`src/rtl/run_ctrl_pkg.sv`:
```
// +----------------------------------------------------------------+
// | run_ctrl_pkg : shared state encoding and defaults              |
// | Rev 1.0                                                        |
// +----------------------------------------------------------------+
`default_nettype none

package run_ctrl_pkg;

   typedef enum logic [1:0] {
      IDLE = 2'b00,
      RUN  = 2'b01,
      STEP = 2'b10,
      HALT = 2'b11
   } state_t;

   localparam int c_debounce_default = 4;
   localparam int c_cnt_w_default    = 16;

   // Bit positions of the buttons in the packed raw/press vectors.
   localparam int c_btn_run  = 0;
   localparam int c_btn_step = 1;
   localparam int c_btn_stop = 2;
   localparam int c_num_btn  = 3;

endpackage

`default_nettype wire

```
`src/rtl/button_debounce.sv`:
```
// +----------------------------------------------------------------+
// | button_debounce : synchronizer, debounce filter, press pulse   |
// | Rev 1.0                                                        |
// +----------------------------------------------------------------+
`default_nettype none

module button_debounce
   import run_ctrl_pkg::*;
#(
   parameter int DEBOUNCE = c_debounce_default
) (
   input  logic clk,
   input  logic reset,
   input  logic raw,
   output logic press
);

   localparam int c_cnt_w = (DEBOUNCE > 1) ? $clog2(DEBOUNCE) : 1;

   logic               r_sync1;
   logic               r_sync2;
   logic               r_filt;
   logic               r_filt_d;
   logic [c_cnt_w-1:0] r_cnt;

   always_ff @(posedge clk or negedge reset) begin
      if (!reset) begin
         r_sync1 <= 1'b0;
         r_sync2 <= 1'b0;
      end else begin
         r_sync1 <= raw;
         r_sync2 <= r_sync1;
      end
   end

   // Counter holds how many consecutive cycles sync has disagreed with
   // the filtered level; the DEBOUNCE-th disagreeing cycle flips it.
   always_ff @(posedge clk or negedge reset) begin
      if (!reset) begin
         r_filt <= 1'b0;
         r_cnt  <= '0;
      end else if (r_sync2 == r_filt) begin
         r_cnt  <= '0;
      end else if (r_cnt == c_cnt_w'(DEBOUNCE - 1)) begin
         r_filt <= r_sync2;
         r_cnt  <= '0;
      end else begin
         r_cnt  <= r_cnt + c_cnt_w'(1);
      end
   end

   always_ff @(posedge clk or negedge reset) begin
      if (!reset) begin
         r_filt_d <= 1'b0;
      end else begin
         r_filt_d <= r_filt;
      end
   end

   assign press = r_filt & ~r_filt_d;

endmodule

`default_nettype wire

```
`src/rtl/run_controller.sv`:
```
// +----------------------------------------------------------------+
// | run_controller : front-panel run/step/stop/halt sequencer      |
// | Rev 1.0                                                        |
// +----------------------------------------------------------------+
`default_nettype none

module run_controller
   import run_ctrl_pkg::*;
#(
   parameter int DEBOUNCE = c_debounce_default,
   parameter int CNT_W    = c_cnt_w_default
) (
   input  logic             clk,
   input  logic             reset,
   input  logic             run_btn,
   input  logic             step_btn,
   input  logic             stop_btn,
   input  logic             instr_done,
   input  logic             halt_in,
   output logic             cpu_en,
   output logic [1:0]       state_o,
   output logic [CNT_W-1:0] instr_count
);

   logic [c_num_btn-1:0] w_raw;
   logic [c_num_btn-1:0] w_press;
   logic                 w_run_press;
   logic                 w_step_press;
   logic                 w_stop_press;

   state_t               r_state;
   state_t               w_next_state;
   logic [CNT_W-1:0]     r_count;

   assign w_raw[c_btn_run]  = run_btn;
   assign w_raw[c_btn_step] = step_btn;
   assign w_raw[c_btn_stop] = stop_btn;

   generate
      for (genvar gi = 0; gi < c_num_btn; gi++) begin : g_btn
         button_debounce #(
            .DEBOUNCE (DEBOUNCE)
         ) u_debounce (
            .clk   (clk),
            .reset (reset),
            .raw   (w_raw[gi]),
            .press (w_press[gi])
         );
      end
   endgenerate

   assign w_run_press  = w_press[c_btn_run];
   assign w_step_press = w_press[c_btn_step];
   assign w_stop_press = w_press[c_btn_stop];

   always_ff @(posedge clk or negedge reset) begin
      if (!reset) begin
         r_state <= IDLE;
      end else begin
         r_state <= w_next_state;
      end
   end

   // Priority: halt_in over every press, then stop > step > run.
   always_comb begin
      w_next_state = r_state;
      case (r_state)
         IDLE: begin
            if (w_stop_press) begin
               w_next_state = IDLE;
            end else if (w_step_press) begin
               w_next_state = STEP;
            end else if (w_run_press) begin
               w_next_state = RUN;
            end
         end
         RUN: begin
            if (halt_in) begin
               w_next_state = HALT;
            end else if (w_stop_press) begin
               w_next_state = IDLE;
            end
         end
         STEP: begin
            if (halt_in) begin
               w_next_state = HALT;
            end else if (instr_done || w_stop_press) begin
               w_next_state = IDLE;
            end
         end
         HALT: begin
            if (w_stop_press) begin
               w_next_state = IDLE;
            end
         end
         default: w_next_state = IDLE;
      endcase
   end

   // Decoded straight from the state register so an async reset drops it at once.
   assign cpu_en  = (r_state == RUN) || (r_state == STEP);
   assign state_o = r_state;

   always_ff @(posedge clk or negedge reset) begin
      if (!reset) begin
         r_count <= '0;
      end else if (instr_done && cpu_en) begin
         r_count <= r_count + CNT_W'(1);
      end
   end

   assign instr_count = r_count;

endmodule

`default_nettype wire

```
`config.mk`:
```
export PLATFORM = sky130hd
export DESIGN_NAME = run_controller
export DESIGN_NICKNAME = d
export VERILOG_FILES = /design/src/rtl/run_ctrl_pkg.sv /design/src/rtl/button_debounce.sv /design/src/rtl/run_controller.sv
export SDC_FILE = /design/constraint.sdc
export NUM_CORES = 1
export LEC_CHECK = 0
export ABC_CLOCK_PERIOD_IN_PS = 4600
export BUFFER_PORTS_ARGS = -buffer_cell sky130_fd_sc_hd__buf_2
export CORE_MARGIN = 3
export CORE_UTILIZATION = 55
export CTS_BUF_LIST = sky130_fd_sc_hd__clkbuf_4
export CTS_CLUSTER_DIAMETER = 50
export DETAILED_ROUTE_END_ITERATION = 6
export PLACE_DENSITY_LB_ADDON = 0.1
export SLEW_MARGIN = 20
export SYNTH_ARGS = -nofsm -noshare
export SYNTH_HDL_FRONTEND = slang
export SYNTH_HIERARCHICAL = 1
export SYNTH_SLANG_ARGS = --single-unit
```
`constraint.sdc`:
```
create_clock -name clk -period 4.6 [get_ports clk]
set_input_delay 0.92 -clock clk [delete_from_list [all_inputs] [get_ports clk]]
set_output_delay 0.92 -clock clk [all_outputs]
set_load 0.05 [all_outputs]
```
==> results of run 1 <==
-- flip-flops by register name, indices dropped and copies added, names as in the netlist --
signal and flops:
g_btn.u_debounce/r_cnt 6, g_btn.u_debounce/r_filt 3, g_btn.u_debounce/r_filt_d 3, g_btn.u_debounce/r_sync1 3, g_btn.u_debounce/r_sync2 3, instr_count 16, state_o 2
-- metal layers --
layer / wire length [um] / vias to the layer above / global-route usage
met5: 0 / - / 0
met1: 1060 / 467 / 0.206
met4: 45 / 0 / 0.0971
li1: - / 470 / -
met3: 144 / 5 / 0.0548
met2: 1240 / 27 / 0.268
-- cell usage after synthesis, types with 2 or more instances --
cell type,number,share of area
nand4_1,4,0.016
ha_1,9,0.073
nor2_1,3,0.0073
dfrtp_1,36,0.59
nand2_1,7,0.017
nor3_2,3,0.020
xnor2_1,16,0.091
o21ai_0,4,0.013
inv_1,4,0.0098
xor2_1,2,0.011
nor2b_1,6,0.024
nand3_1,5,0.016
mux2_1,3,0.022
-- worst max-delay path by stage --
stage | from | endpoint
3_5_place_dp | state_o[1] | cpu_en
2_1_floorplan | state_o[1] | cpu_en
4_1_cts | state_o[1] | cpu_en
3_3_place_gp | state_o[1] | cpu_en
5_1_grt | state_o[1] | cpu_en
6_report | state_o[0] | cpu_en
-- kinds of logic after synthesis --
family / share of synthesized area
buffers and inverters: 0.00979
adders and majority gates: 0.0735
xor gates and xnor gates: 0.103
DFF: 0.588
muxes: 0.0294
and+or+nand+nor: 0.158
AOI/OAI and AO/OA: 0.0392
-- cells in the final DEF, fill, tap and decap left out, types with 2 or more instances in the layout --
master and count:
o21ai_0 4, nor2_1 3, xnor2_1 16, nor3_2 3, dfrtp_1 36, inv_1 4
xor2_1 2, nand3_1 5, buf_2 25, clkbuf_4 5, ha_1 9, nor2b_1 6
nand2_1 7, nand4_1 4, mux2_1 3
-- worst max-delay path: cells and delay by family, from the launching register on --
kind	cells	cell delay [ns]
adders and majority gates	1	0.35
buffers and inverters	2	0.39
DFF	1	0.43
-- metrics by stage --
stage | instances | total power [mW]
after floorplan | 118 | 0.835
after global placement | 173 | 0.919
after detailed placement | 173 | 0.943
after CTS | 181 | 1.16
after global routing | 181 | 1.23
final | 181 | 1.15
-- final cells by class --
class,count,area (sq um)
Clock buffer,5,37.5
Clock inverter,3,42.5
Fill cell,180,792
Inverter,4,15.0
Multi-Input combinational cell,78,617
Sequential cell,36,901
Tap cell,30,37.5
Timing Repair Buffer,25,125
-- power by group through the flow --
| stage | combinational, mW | clock, mW | sequential (mW) |
|---|---|---|---|
| floorplan | 0.261 | 0 | 0.574 |
| global placement | 0.449 | 0 | 0.470 |
| detailed placement | 0.464 | 0 | 0.479 |
| CTS | 0.468 | 0.222 | 0.472 |
| global route | 0.511 | 0.235 | 0.485 |
| finish | 0.465 | 0.213 | 0.470 |
==> impl_metrics.env, run 1 <==
export IMPL_setup_violations=0
export IMPL_die_w_um=58.8
export IMPL_path_cells="inv_1 > ha_1 > buf_2"
export IMPL_grt_util_all_layers=0.171
export IMPL_fin_skew_ns=0.0106
export IMPL_max_cap_violations=0
export IMPL_pre_cts_ws_ns=2.56
export IMPL_postCtsHoldBufs=0
export IMPL_syn_nets=134
export IMPL_placed_area_sq_um=1700
export IMPL_grt_max_degree=37
export IMPL_avgSynthCellArea_sq_um=13.0
export IMPL_routed_wirelength_mm=2.48
export IMPL_worst_slack_ns=2.19
export IMPL_drt_iter0_drc=58
export IMPL_whs_path_depth=0
export IMPL_synth_edf_count=0
export IMPL_crit_arrival_ns=1.49
export IMPL_syn_to_final_growth_pct=15.8
export IMPL_crit_required_ns=3.68
export IMPL_leakagePower_nw=0.869
export IMPL_hold_class="flip-flop to flip-flop"
export IMPL_cts_reportedPaths_clkPinSlew_ns=0.11
export IMPL_syn_cell_area_sq_um=1530
export IMPL_intPower_mw=0.674
export IMPL_cp_slowest_cell="dfrtp_1"
export IMPL_path_max_fanout=5
export IMPL_synthFlopType="dfrtp_1"
export IMPL_power_switching_mw=0.475
export IMPL_r2r_slack_ns=2.84
export IMPL_post_route_period_util=0.524
export IMPL_cts_root_buf="clkbuf_4"
export IMPL_start_util=0.597
export IMPL_final_antenna_net_count=0
export IMPL_max_slew_worst_pin_slew_ns=0.743
export IMPL_rows=18
export IMPL_cts_made_buffers=5
export IMPL_worst_setup_path_end_kind="output port"
export IMPL_status="finished, final reports clean"
export IMPL_io_buffer_count=25
export IMPL_io_pins=26
export IMPL_drcViolationCount=0
export IMPL_clockBufferDepth=2
export IMPL_coreArea_sq_um=2570
export IMPL_insertion_delay_ns=0.33
export IMPL_whs_ns=0.363
export IMPL_min_period_ns=2.41
export IMPL_slowest_delay_ns=0.43
export IMPL_post_cts_buffers=0
export IMPL_slew_headroom=0.505
export IMPL_p_per_area_nw_per_um2=647
export IMPL_synthArstFlopShare=1.00
export IMPL_fmax_mhz=414
export IMPL_path_class="flip-flop to output port"
export IMPL_vias=969
export IMPL_min_to="g_btn[1].u_debounce/r_sync2"
export IMPL_vdd_drop_max_mv=0.645
export IMPL_antenna_found_initial=0
export IMPL_cts_repair_resized=0
export IMPL_drive_above_1_share=0.285
export IMPL_r2r_end="instr_count[15]"
export IMPL_cts_sinks=36
export IMPL_rsz0062_at_grt="false"
export IMPL_combPwrFrac=0.405
export IMPL_yosysWarnings=6
export IMPL_grt_pass1_wl_mm=4.36
export IMPL_dp_hpwl_mm=1.84
export IMPL_tns_ns=0
export IMPL_routedWlPerCell_um=13.7
export IMPL_worstRegToRegCells=6
export IMPL_dr_pass1_iters=4
export IMPL_die_area_sq_um=3460
export IMPL_die_h_um=58.8
export IMPL_fin_area_sq_um=1780
export IMPL_clock_power_share=0.185
export IMPL_gp_congestion=0.833
export IMPL_holdCritStartpoint="g_btn[1].u_debounce/r_sync1"
export IMPL_switching_share=0.413
export IMPL_htree_levels=2
export IMPL_diodes=0
export IMPL_utilization=0.692
export IMPL_crit_reg2reg_launch="state_o[0]"
export IMPL_vias_per_cell=5.35
export IMPL_ys_seq_elements=36
export IMPL_syn_inst=118
export IMPL_worst_setup_path_start_kind="flip-flop"
export IMPL_cts_tree="built"
export IMPL_hold_viol_final=0
export IMPL_synth_cell_type_count=29
export IMPL_pwr_share_seq=0.410
export IMPL_seq_area_frac_synth=0.588
export IMPL_overflow=0
export IMPL_nets=166
export IMPL_drv_slew=0
export IMPL_grt_pass1_vias=1004
Note: power is estimated with default switching activity, not from simulation.
==> inputs of run 2 (changes only) <==
--- a/config.mk
+++ b/config.mk
@@ -5,7 +5,7 @@
 export SDC_FILE = /design/constraint.sdc
 export NUM_CORES = 1
 export LEC_CHECK = 0
-export ABC_CLOCK_PERIOD_IN_PS = 4600
+export ABC_CLOCK_PERIOD_IN_PS = 2300
 export BUFFER_PORTS_ARGS = -buffer_cell sky130_fd_sc_hd__buf_2
 export CORE_MARGIN = 3
 export CORE_UTILIZATION = 55
==> constraint.sdc (replaced) <==
create_clock -name clk -period 2.3 [get_ports clk]
set_input_delay 0.46 -clock clk [delete_from_list [all_inputs] [get_ports clk]]
set_output_delay 0.46 -clock clk [all_outputs]
set_load 0.05 [all_outputs]
==> run 2 against run 1 <==
Compared with the run above:
- clock power increased by 110%
- wire length increased by 0.97%
- sequential cell count unchanged
- sequential power increased by 100%
- register-to-register slack got worse by 2.3 ns
- cell area increased by 0.14%
- critical path type unchanged
- largest cell class unchanged
- highest routed layer unchanged
==> impl_metrics.env, run 2 (same netlist as run 1, synthesis figures left out) <==
export IMPL_p_per_area_nw_per_um2=1290
export IMPL_rows=18
export IMPL_syn_to_final_growth_pct=16.0
export IMPL_final_antenna_net_count=0
export IMPL_cp_slowest_cell="dfrtp_1"
export IMPL_utilization=0.692
export IMPL_cts_reportedPaths_clkPinSlew_ns=0.11
export IMPL_nFillCells=190
export IMPL_combPwrFrac=0.398
export IMPL_grt_pass1_wl_mm=4.39
export IMPL_hold_viol_final=0
export IMPL_power_switching_mw=0.940
export IMPL_drive_above_1_share=0.291
export IMPL_vias_per_cell=5.28
export IMPL_crit_required_ns=1.84
export IMPL_use_met3=0.0614
export IMPL_fin_skew_ns=0.0163
export IMPL_path_max_fanout=5
export IMPL_grt_util_all_layers=0.174
export IMPL_cts_tree="built"
export IMPL_tns_ns=0
export IMPL_htree_levels=2
export IMPL_grt_pass1_vias=977
export IMPL_postCtsHoldBufs=0
export IMPL_nets=166
export IMPL_largest_reg_flops=16
export IMPL_cts_sinks=36
export IMPL_fin_area_sq_um=1780
export IMPL_crit_arrival_ns=1.49
export IMPL_leakagePower_nw=0.872
export IMPL_pre_cts_ws_ns=0.593
export IMPL_grt_max_degree=37
export IMPL_rsz0062_at_grt="false"
export IMPL_worst_setup_path_end_kind="output port"
export IMPL_worstRegToRegCells=6
export IMPL_status="finished, final reports clean"
export IMPL_clock_power_share=0.191
export IMPL_start_util=0.597
export IMPL_die_w_um=58.8
export IMPL_dr_pass1_iters=4
export IMPL_r2r_end="instr_count[7]"
export IMPL_min_period_ns=1.95
export IMPL_path_cells="inv_1 > ha_2 > buf_2"
export IMPL_die_area_sq_um=3460
export IMPL_slowest_delay_ns=0.43
export IMPL_cts_repair_resized=0
export IMPL_crit_reg2reg_launch="state_o[0]"
export IMPL_post_route_period_util=0.848
export IMPL_hold_class="input pin to asynchronous set/reset pin"
export IMPL_pwr_share_seq=0.411
export IMPL_io_buffer_count=25
export IMPL_whs_ns=0.175
export IMPL_cts_made_buffers=5
export IMPL_busiest_layer="met2"
export IMPL_gp_congestion=0.797
export IMPL_drt_iter0_drc=59
export IMPL_placed_area_sq_um=1700
export IMPL_die_h_um=58.8
export IMPL_dp_hpwl_mm=1.85
export IMPL_seq_area_sq_um=901
export IMPL_final_common_cell="dfrtp_1"
export IMPL_layout_common_cells="36 x dfrtp_1, 25 x buf_2, 16 x xnor2_1, 8 x ha_1, 7 x nand2_1"
export IMPL_vdd_drop_max_mv=0.922
export IMPL_routed_wirelength_mm=2.51
export IMPL_overflow=0
export IMPL_io_pins=26
export IMPL_max_cap_violations=0
export IMPL_drcViolationCount=0
export IMPL_drv_slew=0
export IMPL_post_cts_buffers=0
export IMPL_max_slew_worst_pin_slew_ns=0.745
export IMPL_antenna_found_initial=0
export IMPL_switching_share=0.409
export IMPL_clockBufferDepth=2
export IMPL_intPower_mw=1.36
export IMPL_r2r_slack_ns=0.58
export IMPL_path_class="flip-flop to output port"
export IMPL_slew_headroom=0.503
export IMPL_startpoint="state_o[0]"
export IMPL_routedWlPerCell_um=13.9
export IMPL_multi_input_area_sq_um=619
export IMPL_worst_setup_path_start_kind="flip-flop"
export IMPL_cts_root_buf="clkbuf_4"
export IMPL_insertion_delay_ns=0.34
export IMPL_met2_usage=0.267
export IMPL_worst_slack_ns=0.349
export IMPL_vias=956
export IMPL_fmax_mhz=513
export IMPL_diodes=0
export IMPL_setup_violations=0
export IMPL_use_met1=0.219
export IMPL_coreArea_sq_um=2570
==> run 2: metal layers <==
layer / wire length (um) / vias up
li1: - / 468
met1: 1100 / 455
met2: 1180 / 27
met3: 167 / 6
met4: 62 / 0
met5: 0 / -
==> run 2: final cells by class <==
| class | instances | area share |
|---|---|---|
| Inverter | 4 | 0.00844 |
| Timing Repair Buffer | 25 | 0.0704 |
| Tap cell | 30 | 0.0211 |
| Clock buffer | 6 | 0.0253 |
| Sequential cell | 36 | 0.507 |
| Multi-Input combinational cell | 78 | 0.348 |
| Clock inverter | 2 | 0.0197 |
==> run 2: power by group through the flow <==
stage	sequential (mW)	combinational [mW]	clock (mW)
after floorplan	1.15	0.530	0
after global placement	0.941	0.899	0
after detailed placement	0.958	0.926	0
after CTS	0.945	0.930	0.457
after global routing	0.974	1.03	0.474
final	0.945	0.916	0.441
==> run 2: how the worst max path moves through the flow <==
stage	to	slack, ns	cells after the start
floorplan	instr_count[7]	0.07	6
global placement	instr_count[15]	0.65	6
detailed placement	instr_count[7]	0.59	6
CTS	cpu_en	0.33	3
global route	cpu_en	0.27	3
finish	cpu_en	0.35	3
==> run 2: critical path: cells and delay by family, from the launching register on <==
family / cells / cell delay (ns)
flops: 1 / 0.43
buf+inv: 2 / 0.37
fa+ha+maj: 1 / 0.35
==> run 2: through the flow <==
stage / std cells / power (mW)
5_1_grt: 181 / 2.48
3_3_place_gp: 173 / 1.84
2_1_floorplan: 118 / 1.68
3_5_place_dp: 173 / 1.88
6_report: 181 / 2.30
4_1_cts: 181 / 2.33
==> inputs of run 3 (changes only) <==
--- a/config.mk
+++ b/config.mk
@@ -5,10 +5,10 @@
 export SDC_FILE = /design/constraint.sdc
 export NUM_CORES = 1
 export LEC_CHECK = 0
-export ABC_CLOCK_PERIOD_IN_PS = 2300
+export ABC_CLOCK_PERIOD_IN_PS = 1700
 export BUFFER_PORTS_ARGS = -buffer_cell sky130_fd_sc_hd__buf_2
 export CORE_MARGIN = 3
-export CORE_UTILIZATION = 55
+export CORE_UTILIZATION = 52
 export CTS_BUF_LIST = sky130_fd_sc_hd__clkbuf_4
 export CTS_CLUSTER_DIAMETER = 50
 export DETAILED_ROUTE_END_ITERATION = 6
==> constraint.sdc (replaced) <==
create_clock -name clk -period 1.7 [get_ports clk]
set_input_delay 0.34 -clock clk [delete_from_list [all_inputs] [get_ports clk]]
set_output_delay 0.34 -clock clk [all_outputs]
set_load 0.05 [all_outputs]
==> run 3 against run 2 <==
Compared with the run above:
- die area is 5.2% higher
- sequential cell count stayed put
- sequential share of layout area is 0.49 points lower
- non-clock buffer count is 2 higher
- highest routed layer unchanged
==> impl_metrics.env, run 3 (same netlist as run 1, synthesis figures left out) <==
export IMPL_status="finished, final reports clean"
export IMPL_intPower_mw=1.79
export IMPL_clock_power_share=0.136
export IMPL_insertion_delay_ns=0.32
export IMPL_nets=168
export IMPL_grt_pass1_wl_mm=4.35
export IMPL_drv_slew=0
export IMPL_cts_root_buf="clkbuf_4"
export IMPL_worst_setup_path_end_kind="output port"
export IMPL_io_pins=26
export IMPL_gp_congestion=0.713
export IMPL_postCtsHoldBufs=0
export IMPL_syn_to_final_growth_pct=17.5
export IMPL_largest_reg_flops=16
export IMPL_path_cells="inv_2 > ha_4 > buf_6"
export IMPL_layout_common_cells="34 x dfrtp_1, 24 x buf_2, 16 x xnor2_1, 8 x ha_1"
export IMPL_vias_per_cell=5.35
export IMPL_rows=19
export IMPL_min_period_ns=1.63
export IMPL_drcViolationCount=0
export IMPL_cp_slowest_cell="dfrtp_2"
export IMPL_antenna_found_initial=0
export IMPL_pwr_share_seq=0.416
export IMPL_max_slew_worst_pin_slew_ns=0.438
export IMPL_cts_sinks=36
export IMPL_rsz0062_at_grt="false"
export IMPL_die_area_sq_um=3630
export IMPL_coreArea_sq_um=2780
export IMPL_die_h_um=60.3
export IMPL_met2_usage=0.252
export IMPL_whs_ns=0.0361
export IMPL_routed_wirelength_mm=2.49
export IMPL_setup_violations=0
export IMPL_grt_util_all_layers=0.163
export IMPL_final_antenna_net_count=0
export IMPL_die_w_um=60.3
export IMPL_cts_reportedPaths_clkPinSlew_ns=0.11
export IMPL_final_common_cell="dfrtp_1"
export IMPL_p_per_area_nw_per_um2=1720
export IMPL_busiest_layer="met2"
export IMPL_start_util=0.551
export IMPL_io_buffer_count=25
export IMPL_htree_levels=2
export IMPL_use_met3=0.0454
export IMPL_drive_above_1_share=0.333
export IMPL_max_cap_violations=0
export IMPL_hold_class="input pin to asynchronous set/reset pin"
export IMPL_hold_viol_final=0
export IMPL_dp_hpwl_mm=1.81
export IMPL_leakagePower_nw=0.874
export IMPL_diodes=0
export IMPL_use_met1=0.219
export IMPL_clockBufferDepth=2
export IMPL_overflow=0
export IMPL_routedWlPerCell_um=13.5
export IMPL_fin_skew_ns=0.0180
export IMPL_cts_tree="built"
export IMPL_nFillCells=218
export IMPL_vias=985
export IMPL_switching_share=0.424
export IMPL_vdd_drop_max_mv=1.39
export IMPL_grt_max_degree=37
export IMPL_cts_made_buffers=5
export IMPL_fmax_mhz=612
export IMPL_path_max_fanout=5
export IMPL_grt_pass1_vias=995
export IMPL_drt_iter0_drc=63
export IMPL_slew_headroom=0.708
export IMPL_finalPower_mw=3.11
export IMPL_combPwrFrac=0.448
export IMPL_crit_arrival_ns=1.29
export IMPL_slowest_delay_ns=0.43
export IMPL_multi_input_area_sq_um=644
export IMPL_worst_setup_path_start_kind="flip-flop"
export IMPL_path_class="flip-flop to output port"
export IMPL_crit_required_ns=1.36
export IMPL_dr_pass1_iters=4
export IMPL_power_switching_mw=1.32
export IMPL_post_route_period_util=0.961
export IMPL_seq_area_sq_um=903
==> run 3: power groups by stage <==
stage	clock network [mW]	logic, mW	registers [mW]
CTS	0.448	1.36	1.29
detailed placement	0	1.33	1.31
finish	0.422	1.39	1.29
global route	0.484	1.55	1.33
floorplan	0	0.791	1.56
global placement	0	1.30	1.29
==> run 3: cell type report <==
| class | instances | share of cell area |
|---|---|---|
| flip-flops and latches | 36 | 0.502 |
| multi-input cells | 78 | 0.358 |
| repair buffers | 27 | 0.0813 |
| clock buffers | 6 | 0.0250 |
| well taps | 31 | 0.0215 |
| inverters | 4 | 0.00834 |
| clock inverters | 2 | 0.00417 |
==> run 3: timing repair <==
action | in CTS | in global routing
gates resized for setup | 1 | 3
setup buffers | 0 | 1
endpoints found under the setup margin | 1 | 3
==> run 3: worst paths after layout <==
path                                             start                           to  slack [ns]  cells after the start
hold reg to reg            g_btn[1].u_debounce/r_sync1  g_btn[1].u_debounce/r_sync2        0.36                      0
hold / removal                                   reset              instr_count[11]        0.04                      2
min in group clk                              stop_btn  g_btn[2].u_debounce/r_sync1        0.13                      1
max in group asynchronous                        reset                   state_o[1]        1.31                      2
setup reg to reg                            state_o[0]                   state_o[0]        0.12                      6
setup / recovery                            state_o[0]                       cpu_en        0.07                      3
==> run 3: worst max-delay path: cells and delay by family (launching register included) <==
kind / cells / cell delay [ns]
DFF: 1 / 0.43
adders and majority gates: 1 / 0.30
buffers and inverters: 2 / 0.23
==> run 3: metal layers <==
metal / vias up / part of all wire
met4: 0 / 0.0052
met5: - / 0
li1: 468 / -
met3: 2 / 0.040
met1: 495 / 0.48
met2: 20 / 0.47
==> run 3: per-stage QoR <==
stage                      util  instances  TNS, ns  instance area (sq um)  worst slack, ns
after floorplan               -        118   -0.105                   1560          -0.0278
after global placement    0.623        175        0                   1730            0.173
after detailed placement  0.623        175        0                   1730            0.103
after CTS                 0.642        183        0                   1790           0.0121
after global routing      0.647        184        0                   1800         0.000185
final                     0.647        184        0                   1800           0.0669
